`config.mk`:
```
export PLATFORM = sky130hd
export DESIGN_NAME = fetch_decode_sequencer_flat
export DESIGN_NICKNAME = d
export VERILOG_FILES = /design/src/rtl/fdc_pkg.sv /design/src/rtl/fdc_if.sv /design/src/rtl/fdc_stage_hs.sv /design/src/rtl/fetch_decode_sequencer.sv /design/src/flat_wrapper.sv
export SDC_FILE = /design/constraint.sdc
export NUM_CORES = 1
export LEC_CHECK = 0
export CAP_MARGIN = 20
export CORE_MARGIN = 1.5
export CORE_UTILIZATION = 40
export DETAILED_ROUTE_END_ITERATION = 6
export PLACE_DENSITY = 0.79
export RECOVER_POWER = 100
export REMOVE_ABC_BUFFERS = 1
export SKIP_CTS_REPAIR_TIMING = 1
export SYNTH_ARGS = -nofsm -noshare
export SYNTH_HDL_FRONTEND = slang
export SYNTH_SLANG_ARGS = --single-unit
```
`constraint.sdc`:
```
create_clock -name ap_clk -period 2.3 [get_ports ap_clk]
set_input_delay 0.46 -clock ap_clk [delete_from_list [all_inputs] [get_ports ap_clk]]
set_output_delay 0.46 -clock ap_clk [all_outputs]
set_load 0.02 [all_outputs]
```
`src/rtl/fdc_pkg.sv`:
```
// Shared types and default widths for fetch_decode_sequencer and its interface.
package fdc_pkg;

  localparam int DEF_PC_W    = 16;
  localparam int DEF_INSTR_W = 32;
  localparam int DEF_CNT_W   = 32;

  typedef enum logic [2:0] {
    IDLE,
    FETCH,
    DECODE,
    UPDATE,
    DONE
  } fdc_state_e;

  typedef enum logic [1:0] {
    NONE  = 2'd0,
    HALT  = 2'd1,
    LIMIT = 2'd2
  } fdc_halt_e;

endpackage

```
`src/rtl/fdc_if.sv`:
```
// Top-level ap_ctrl_hs and fetch/decode sub-block signals of fetch_decode_sequencer.
// FDC_STALL_STATS_EN adds the fetch_stall/decode_stall counters.
interface fdc_if
  import fdc_pkg::*;
#(
  parameter int PC_W    = DEF_PC_W,
  parameter int INSTR_W = DEF_INSTR_W,
  parameter int CNT_W   = DEF_CNT_W
);

  logic               ap_start;
  logic               ap_done;
  logic               ap_idle;
  logic               ap_ready;
  logic [PC_W-1:0]    start_pc;

  logic               fetch_start;
  logic               fetch_ready;
  logic               fetch_done;
  logic [PC_W-1:0]    fetch_pc;
  logic [INSTR_W-1:0] fetch_instr;

  logic               decode_start;
  logic               decode_ready;
  logic               decode_done;
  logic [INSTR_W-1:0] decode_instr;
  logic [PC_W-1:0]    decode_next_pc;
  logic               decode_halt;

  logic [CNT_W-1:0]   nbi;
  logic [1:0]         halt_reason;
`ifdef FDC_STALL_STATS_EN
  logic [CNT_W-1:0]   fetch_stall;
  logic [CNT_W-1:0]   decode_stall;
`endif

  // master is the sequencer; slave is the surrounding system and sub-blocks.
  modport master (
`ifdef FDC_STALL_STATS_EN
    output fetch_stall, decode_stall,
`endif
    input  ap_start, start_pc, fetch_ready, fetch_done, fetch_instr,
    input  decode_ready, decode_done, decode_next_pc, decode_halt,
    output ap_done, ap_idle, ap_ready, fetch_start, fetch_pc,
    output decode_start, decode_instr, nbi, halt_reason
  );

  modport slave (
`ifdef FDC_STALL_STATS_EN
    input  fetch_stall, decode_stall,
`endif
    output ap_start, start_pc, fetch_ready, fetch_done, fetch_instr,
    output decode_ready, decode_done, decode_next_pc, decode_halt,
    input  ap_done, ap_idle, ap_ready, fetch_start, fetch_pc,
    input  decode_start, decode_instr, nbi, halt_reason
  );

endinterface

```
`src/rtl/fdc_stage_hs.sv`:
```
// One ap_ctrl_hs stage: holds start until ready, reports completion on done.
module fdc_stage_hs (
  input  logic clk,
  input  logic rst_n,
  input  logic i_phase_en,
  input  logic i_ready,
  input  logic i_done,
  output logic o_start,
  output logic o_finished
);

  logic r_issued;

  // NOTE: state registers use non-blocking assignment so every flop samples pre-edge values.
  always_ff @(posedge clk or negedge rst_n) begin
    if (!rst_n)           r_issued <= 1'b0;
    else if (!i_phase_en) r_issued <= 1'b0;
    else if (i_ready)     r_issued <= 1'b1;
  end

  // A done without a prior ready still ends the phase (combined ready+done).
  assign o_start    = i_phase_en && !r_issued;
  assign o_finished = i_phase_en && i_done;

endmodule

```
`src/rtl/fetch_decode_sequencer.sv`:
```
// Fetch -> decode -> update loop controller behind an ap_ctrl_hs interface.
// FDC_STALL_STATS_EN adds saturating fetch/decode stall-cycle counters.
module fetch_decode_sequencer
  import fdc_pkg::*;
#(
  parameter int          PC_W      = DEF_PC_W,
  parameter int          INSTR_W   = DEF_INSTR_W,
  parameter int          CNT_W     = DEF_CNT_W,
  parameter int unsigned MAX_INSTR = 0
) (
  input  logic  ap_clk,
  input  logic  ap_rst_n,
  fdc_if.master bus
);

  fdc_state_e         r_state, w_next_state;
  fdc_halt_e          r_halt_reason;
  logic [PC_W-1:0]    r_pc, r_next_pc;
  logic [INSTR_W-1:0] r_instr;
  logic               r_halt;
  logic [CNT_W-1:0]   r_nbi, w_nbi_inc;
  logic               w_accept, w_limit_hit;
  logic               w_in_fetch, w_in_decode;
  logic               w_fetch_finished, w_decode_finished;

  assign w_accept    = (r_state == IDLE) && bus.ap_start;
  assign w_in_fetch  = (r_state == FETCH);
  assign w_in_decode = (r_state == DECODE);
  assign w_nbi_inc   = (&r_nbi) ? r_nbi : r_nbi + CNT_W'(1);
  assign w_limit_hit = (MAX_INSTR != 0) && (w_nbi_inc == CNT_W'(MAX_INSTR));

  fdc_stage_hs u_fetch_hs (
    .clk        (ap_clk),
    .rst_n      (ap_rst_n),
    .i_phase_en (w_in_fetch),
    .i_ready    (bus.fetch_ready),
    .i_done     (bus.fetch_done),
    .o_start    (bus.fetch_start),
    .o_finished (w_fetch_finished)
  );

  fdc_stage_hs u_decode_hs (
    .clk        (ap_clk),
    .rst_n      (ap_rst_n),
    .i_phase_en (w_in_decode),
    .i_ready    (bus.decode_ready),
    .i_done     (bus.decode_done),
    .o_start    (bus.decode_start),
    .o_finished (w_decode_finished)
  );

  always_ff @(posedge ap_clk or negedge ap_rst_n) begin
    if (!ap_rst_n) r_state <= IDLE;
    else           r_state <= w_next_state;
  end

  // NOTE: the default at the top of a combinational block prevents latch inference.
  always_comb begin
    w_next_state = r_state;
    case (r_state)
      IDLE:    if (bus.ap_start)      w_next_state = FETCH;
      FETCH:   if (w_fetch_finished)  w_next_state = DECODE;
      DECODE:  if (w_decode_finished) w_next_state = UPDATE;
      UPDATE:  w_next_state = (r_halt || w_limit_hit) ? DONE : FETCH;
      DONE:    w_next_state = IDLE;
      default: w_next_state = IDLE;
    endcase
  end

  // NOTE: the captured data registers are reset too, since fetch_pc/decode_instr must read 0 after reset.
  always_ff @(posedge ap_clk or negedge ap_rst_n) begin
    if (!ap_rst_n) begin
      r_pc          <= '0;
      r_next_pc     <= '0;
      r_instr       <= '0;
      r_halt        <= 1'b0;
      r_nbi         <= '0;
      r_halt_reason <= NONE;
    end else begin
      case (r_state)
        IDLE: if (bus.ap_start) begin
          r_pc          <= bus.start_pc;
          r_nbi         <= '0;
          r_halt_reason <= NONE;
        end
        FETCH: if (w_fetch_finished) r_instr <= bus.fetch_instr;
        DECODE: if (w_decode_finished) begin
          r_next_pc <= bus.decode_next_pc;
          r_halt    <= bus.decode_halt;
        end
        UPDATE: begin
          r_nbi <= w_nbi_inc;
          r_pc  <= r_next_pc;
          if (r_halt)           r_halt_reason <= HALT;
          else if (w_limit_hit) r_halt_reason <= LIMIT;
        end
        default: ;
      endcase
    end
  end

`ifdef FDC_STALL_STATS_EN
  logic [CNT_W-1:0] r_fetch_stall, r_decode_stall;

  always_ff @(posedge ap_clk or negedge ap_rst_n) begin
    if (!ap_rst_n) begin
      r_fetch_stall  <= '0;
      r_decode_stall <= '0;
    end else if (w_accept) begin
      r_fetch_stall  <= '0;
      r_decode_stall <= '0;
    end else begin
      if (w_in_fetch && !bus.fetch_done && !(&r_fetch_stall))
        r_fetch_stall <= r_fetch_stall + CNT_W'(1);
      if (w_in_decode && !bus.decode_done && !(&r_decode_stall))
        r_decode_stall <= r_decode_stall + CNT_W'(1);
    end
  end

  assign bus.fetch_stall  = r_fetch_stall;
  assign bus.decode_stall = r_decode_stall;
`endif

  assign bus.ap_idle      = (r_state == IDLE);
  assign bus.ap_ready     = w_accept;
  assign bus.ap_done      = (r_state == DONE);
  assign bus.fetch_pc     = r_pc;
  assign bus.decode_instr = r_instr;
  assign bus.nbi          = r_nbi;
  assign bus.halt_reason  = r_halt_reason;

endmodule

```
`src/flat_wrapper.sv`:
```
// flat-port wrapper written by rule: the top's interface ports become plain ports
module fetch_decode_sequencer_flat import fdc_pkg::*;
#(
  parameter int          PC_W      = DEF_PC_W,
  parameter int          INSTR_W   = DEF_INSTR_W,
  parameter int          CNT_W     = DEF_CNT_W,
  parameter int unsigned MAX_INSTR = 0
)
  (ap_clk, ap_rst_n, bus_ap_start, bus_start_pc, bus_fetch_ready, bus_fetch_done, bus_fetch_instr, bus_decode_ready, bus_decode_done, bus_decode_next_pc, bus_decode_halt, bus_ap_done, bus_ap_idle, bus_ap_ready, bus_fetch_start, bus_fetch_pc, bus_decode_start, bus_decode_instr, bus_nbi, bus_halt_reason);
  fdc_if #(.PC_W(PC_W), .INSTR_W(INSTR_W), .CNT_W(CNT_W)) bus_i ();
  input  logic ap_clk;
  input  logic ap_rst_n;
  input wire logic [$bits(bus_i.ap_start)-1:0] bus_ap_start;
  input wire logic [$bits(bus_i.start_pc)-1:0] bus_start_pc;
  input wire logic [$bits(bus_i.fetch_ready)-1:0] bus_fetch_ready;
  input wire logic [$bits(bus_i.fetch_done)-1:0] bus_fetch_done;
  input wire logic [$bits(bus_i.fetch_instr)-1:0] bus_fetch_instr;
  input wire logic [$bits(bus_i.decode_ready)-1:0] bus_decode_ready;
  input wire logic [$bits(bus_i.decode_done)-1:0] bus_decode_done;
  input wire logic [$bits(bus_i.decode_next_pc)-1:0] bus_decode_next_pc;
  input wire logic [$bits(bus_i.decode_halt)-1:0] bus_decode_halt;
  output wire logic [$bits(bus_i.ap_done)-1:0] bus_ap_done;
  output wire logic [$bits(bus_i.ap_idle)-1:0] bus_ap_idle;
  output wire logic [$bits(bus_i.ap_ready)-1:0] bus_ap_ready;
  output wire logic [$bits(bus_i.fetch_start)-1:0] bus_fetch_start;
  output wire logic [$bits(bus_i.fetch_pc)-1:0] bus_fetch_pc;
  output wire logic [$bits(bus_i.decode_start)-1:0] bus_decode_start;
  output wire logic [$bits(bus_i.decode_instr)-1:0] bus_decode_instr;
  output wire logic [$bits(bus_i.nbi)-1:0] bus_nbi;
  output wire logic [$bits(bus_i.halt_reason)-1:0] bus_halt_reason;
  assign bus_i.ap_start = bus_ap_start;
  assign bus_i.start_pc = bus_start_pc;
  assign bus_i.fetch_ready = bus_fetch_ready;
  assign bus_i.fetch_done = bus_fetch_done;
  assign bus_i.fetch_instr = bus_fetch_instr;
  assign bus_i.decode_ready = bus_decode_ready;
  assign bus_i.decode_done = bus_decode_done;
  assign bus_i.decode_next_pc = bus_decode_next_pc;
  assign bus_i.decode_halt = bus_decode_halt;
  assign bus_ap_done = bus_i.ap_done;
  assign bus_ap_idle = bus_i.ap_idle;
  assign bus_ap_ready = bus_i.ap_ready;
  assign bus_fetch_start = bus_i.fetch_start;
  assign bus_fetch_pc = bus_i.fetch_pc;
  assign bus_decode_start = bus_i.decode_start;
  assign bus_decode_instr = bus_i.decode_instr;
  assign bus_nbi = bus_i.nbi;
  assign bus_halt_reason = bus_i.halt_reason;
  fetch_decode_sequencer #(.PC_W(PC_W), .INSTR_W(INSTR_W), .CNT_W(CNT_W), .MAX_INSTR(MAX_INSTR)) u_core (.ap_clk(ap_clk), .ap_rst_n(ap_rst_n), .bus(bus_i));
endmodule
```
==> results_tabular.tex <==
\begin{tabular}{lr}
\hline
Metric & Value \\
\hline
\multicolumn{2}{l}{\textbf{Run status}} \\
\quad Run status & complete, no violations \\
\multicolumn{2}{l}{\textbf{Detailed routing}} \\
\quad Remaining routing DRC violations & 0 \\
\quad Post-DR wirelength/cell & 16.8 µm \\
\quad Remaining antenna violation count & 0 \\
\quad Vias after detailed routing & 4166 \\
\quad Pre-Repair DR Iteration Count & 5 \\
\quad Wire length after detailed routing & 12700 µm \\
\quad DR iter-0 viols & 218 \\
\quad Via-to-Cell Ratio & 5.51 \\
\multicolumn{2}{l}{\textbf{Cells and area}} \\
\quad Number of nets in the final layout & 681 \\
\quad Cell area after layout & 0.00695 mm² \\
\quad Highest-count cells in the layout ignoring fill and taps & sky130\_fd\_sc\_hd\_\_dfrtp\_1, sky130\_fd\_sc\_hd\_\_dlygate4sd3\_1, sky130\_fd\_sc\_hd\_\_clkdlybuf4s50\_1, sky130\_fd\_sc\_hd\_\_nand2\_1, sky130\_fd\_sc\_hd\_\_mux2\_2 \\
\quad Count of filler cells inserted in the layout & 997 \\
\quad Area growth syn-to-layout & 44.0\% \\
\quad Number of antenna cells inserted & 0 \\
\quad Share of post-route cells with drive strength above 1 & 16.8\% \\
\quad Utilization of the core after routing & 59.9\% \\
\quad Most common library cell in the layout ignoring fill and taps & sky130\_fd\_sc\_hd\_\_dfrtp\_1 \\
\quad Non-filler instance count after layout & 756 \\
\multicolumn{2}{l}{\textbf{Min path}} \\
\quad Cell count of the worst hold path & 1 \\
\quad Launch instance of the worst min-delay path & u\_core.bus.decode\_instr[25] \\
\quad End point of the worst hold path & u\_core.bus.decode\_instr[25] \\
\quad Hold/Removal Path Class & reg2reg \\
\multicolumn{2}{l}{\textbf{Global routing}} \\
\quad Aggregate global-route resource usage & 20.8\% \\
\quad Overflow left after global routing & 0 \\
\quad Largest net degree at the start of global routing & 104 \\
\quad Global-route wire length before repair & 21200 µm \\
\quad Number of global-route vias before repair & 4352 \\
\quad Antenna violations before repair & 0 \\
\multicolumn{2}{l}{\textbf{Yosys}} \\
\quad Number of flip-flops and latches in the synthesized netlist & 103 \\
\quad Synth Area per Inst & 11.3 µm² \\
\quad Post-synthesis instance total & 429 \\
\quad Number of enable-type register cells in the synthesized netlist & 0 \\
\quad Portion of the post-synthesis area used by sequential elements & 53.4\% \\
\quad Most common flop cell mapped by yosys & sky130\_fd\_sc\_hd\_\_dfrtp\_1 \\
\quad Count of distinct cell types in the synthesized netlist & 53 \\
\quad Async set or reset register ratio after synthesis & 100\% \\
\quad Ys Warns & 0 \\
\quad Mapped Area & 0.00483 mm² \\
\multicolumn{2}{l}{\textbf{STA}} \\
\quad Highest Clock Rate & 461 MHz \\
\quad Minimum hold slack & 0.479 ns \\
\quad Period minus WS final & 2.17 ns \\
\quad Max-slew violation count & 0 \\
\quad Setup repair after global routing missed its margin & no \\
\quad Part of the cycle the worst path needs & 94.3\% \\
\quad Setup violators final & 0 \\
\quad Final hold vios & 0 \\
\quad Slew HR & 5.43\% \\
\quad Worst-margin pin slew & 1.42 ns \\
\quad Fin Clk Skew & 0.00839 ns \\
\multicolumn{2}{l}{\textbf{Placement}} \\
\quad Input/output buffers & 157 \\
\quad Detail Placement HPWL & 9120 µm \\
\quad Total placed instance area & 0.00674 mm² \\
\quad Final Wtd Congestion & 0.867 \\
\quad Number of instances in the placed design & 740 \\
\multicolumn{2}{l}{\textbf{Clocking}} \\
\quad Worst-skew pair later-pin latency & 0.35 ns \\
\quad Clock buffer count from CTS & 9 \\
\quad Clock net sink count & 103 \\
\quad Clock-pin slew on the worst setup and hold paths & 0.07 ns \\
\quad Longest Clk Path Bufs & 2 \\
\quad Cell at the root of the clock tree & sky130\_fd\_sc\_hd\_\_clkbuf\_16 \\
\quad TritonCTS clock tree & built \\
\quad Maximum level of the CTS H-tree & 3 \\
\multicolumn{2}{l}{\textbf{Flow run}} \\
\quad Number of max-cap violations & 0 \\
\multicolumn{2}{l}{\textbf{Floorplanning}} \\
\quad \# IOs & 159 \\
\quad DIE HEIGHT & 113 µm \\
\quad Placeable core area & 0.0116 mm² \\
\quad Overall die width & 113 µm \\
\quad Number of rows in the core area & 39 \\
\quad Area of the die & 0.0127 mm² \\
\quad Initial core utilization & 41.6\% \\
\multicolumn{2}{l}{\textbf{Power and ir drop}} \\
\quad Reported leakage power & 3.07 nW \\
\quad Peak ir drop on the vdd network & 0.493 mV \\
\quad Power density of the placed cells & 1080 mW/mm² \\
\multicolumn{2}{l}{\textbf{Critical path}} \\
\quad Register-to-Register Path Depth & 6 \\
\quad Setup crit start & u\_core.r\_state[0] \\
\quad RR Startpoint & u\_core.bus.nbi[0] \\
\quad Data arrival, critical path & 1.71 ns \\
\quad Endpoint kind of the worst setup timing path & primary output \\
\quad Launching element type of the critical path & register \\
\quad Worst setup path class & reg2out \\
\quad Data required time of the critical path & 1.84 ns \\
\quad Highest net fanout along the worst path & 6 \\
\quad Reg-to-reg endpoint & u\_core.bus.nbi[23] \\
\quad Register-to-register setup slack & 0.18 ns \\
\hline
\end{tabular}
[critical path: stages (launching register included)]
cell                            delay, ns
sky130_fd_sc_hd__dfrtp_1             0.44
sky130_fd_sc_hd__nor3_2              0.22
sky130_fd_sc_hd__dlygate4sd3_1       0.70
[cell families (layout without fill, tap and decap cells)]
kind of cell,after synthesis,after routing,share of synthesized area [%]
buffers and inverters,30,214,3.29
adders and majority gates,1,1,0.259
other,1,1,0.0777
AOI/OAI and AO/OA,63,63,9.30
xor gates and xnor gates,1,1,0.181
DFF,103,103,53.4
muxes,59,59,13.8
and+or+nand+nor,171,171,19.7
[cell type report]
class	instances	area [µm²]	share of cell area [%]
clock buffers	12	246	3.55
clock inverters	4	55.1	0.792
inverters	7	40.0	0.576
multi-input cells	296	2090	30.0
flip-flops and latches	103	2580	37.1
well taps	143	179	2.57
repair buffers	191	1770	25.4
[metrics by stage]
stage	power [W]	TNS, ns	setup WS (ns)
after global placement	0.00623	0	0.0860
after detailed placement	0.00633	0	0.0658
after CTS	0.00789	-0.162	-0.0619
after global routing	0.00799	0	0.0277
after floorplan	0.00461	-4.61	-0.461
final	0.00753	0	0.132
[report_power, final]
group          switching, W  internal [W]  leakage [nW]
logic               0.00169       0.00151          1.63
registers          0.000332       0.00247          1.29
clock network      0.000657      0.000878         0.143
total               0.00268       0.00485          3.07
[synthesized netlist by cell type, types with 2 or more instances]
library cell               count  area, µm²
sky130_fd_sc_hd__dfrtp_1     103       2580
sky130_fd_sc_hd__nand2_1      55        206
sky130_fd_sc_hd__mux2_2       45        507
sky130_fd_sc_hd__nor2_1       29        109
sky130_fd_sc_hd__a31oi_1      20        125
sky130_fd_sc_hd__nand4_1      16        100
sky130_fd_sc_hd__nor3_1       12       60.1
sky130_fd_sc_hd__o31ai_1      11       82.6
sky130_fd_sc_hd__and4_1       10       87.6
sky130_fd_sc_hd__nand3_1      10       50.1
sky130_fd_sc_hd__clkbuf_1      9       33.8
sky130_fd_sc_hd__mux2i_1       9       90.1
sky130_fd_sc_hd__o21ai_0       7       35.0
sky130_fd_sc_hd__a221o_1       6       60.1
sky130_fd_sc_hd__and3_1        6       37.5
sky130_fd_sc_hd__nor4_1        6       37.5
sky130_fd_sc_hd__a21oi_1       5       25.0
sky130_fd_sc_hd__and2_1        5       31.3
sky130_fd_sc_hd__buf_2         5       25.0
sky130_fd_sc_hd__inv_1         5       18.8
sky130_fd_sc_hd__buf_1         4       15.0
sky130_fd_sc_hd__mux2_1        4       45.0
sky130_fd_sc_hd__o311ai_0      4       35.0
sky130_fd_sc_hd__buf_4         3       22.5
sky130_fd_sc_hd__nand3b_1      3       22.5
sky130_fd_sc_hd__nor3_2        3       30.0
sky130_fd_sc_hd__nor4_4        3       63.8
sky130_fd_sc_hd__a22o_1        2       17.5
sky130_fd_sc_hd__buf_6         2       22.5
sky130_fd_sc_hd__nand3_2       2       20.0
sky130_fd_sc_hd__o22a_1        2       17.5
sky130_fd_sc_hd__or3_1         2       12.5
[how the worst max path moves through the flow]
stage | to
final | bus_ap_idle
after global routing | u_core.bus.nbi[20]
after CTS | bus_ap_done
after detailed placement | bus_ap_ready
after global placement | bus_ap_ready
after floorplan | u_core.bus.nbi[20]
[metal layers]
layer | vias to the layer above | part of all wire (%) | GRT usage [%]
met5 | - | 0 | 0
met4 | 0 | 2.1 | 9.25
met3 | 24 | 7.3 | 4.66
met2 | 174 | 47 | 33.9
met1 | 2011 | 44 | 26.8
li1 | 1957 | - | -
[registers in the layout (all words and copies together) (netlist names)]
register,flops
u_core.bus.decode_instr,32
u_core.bus.nbi,32
u_core.bus.fetch_pc,16
u_core.r_next_pc,16
u_core.r_state,3
u_core.bus.halt_reason,1
u_core.r_halt,1
u_core.u_decode_hs.r_issued,1
u_core.u_fetch_hs.r_issued,1
No activity file was read; power rests on OpenSTA's default activity.
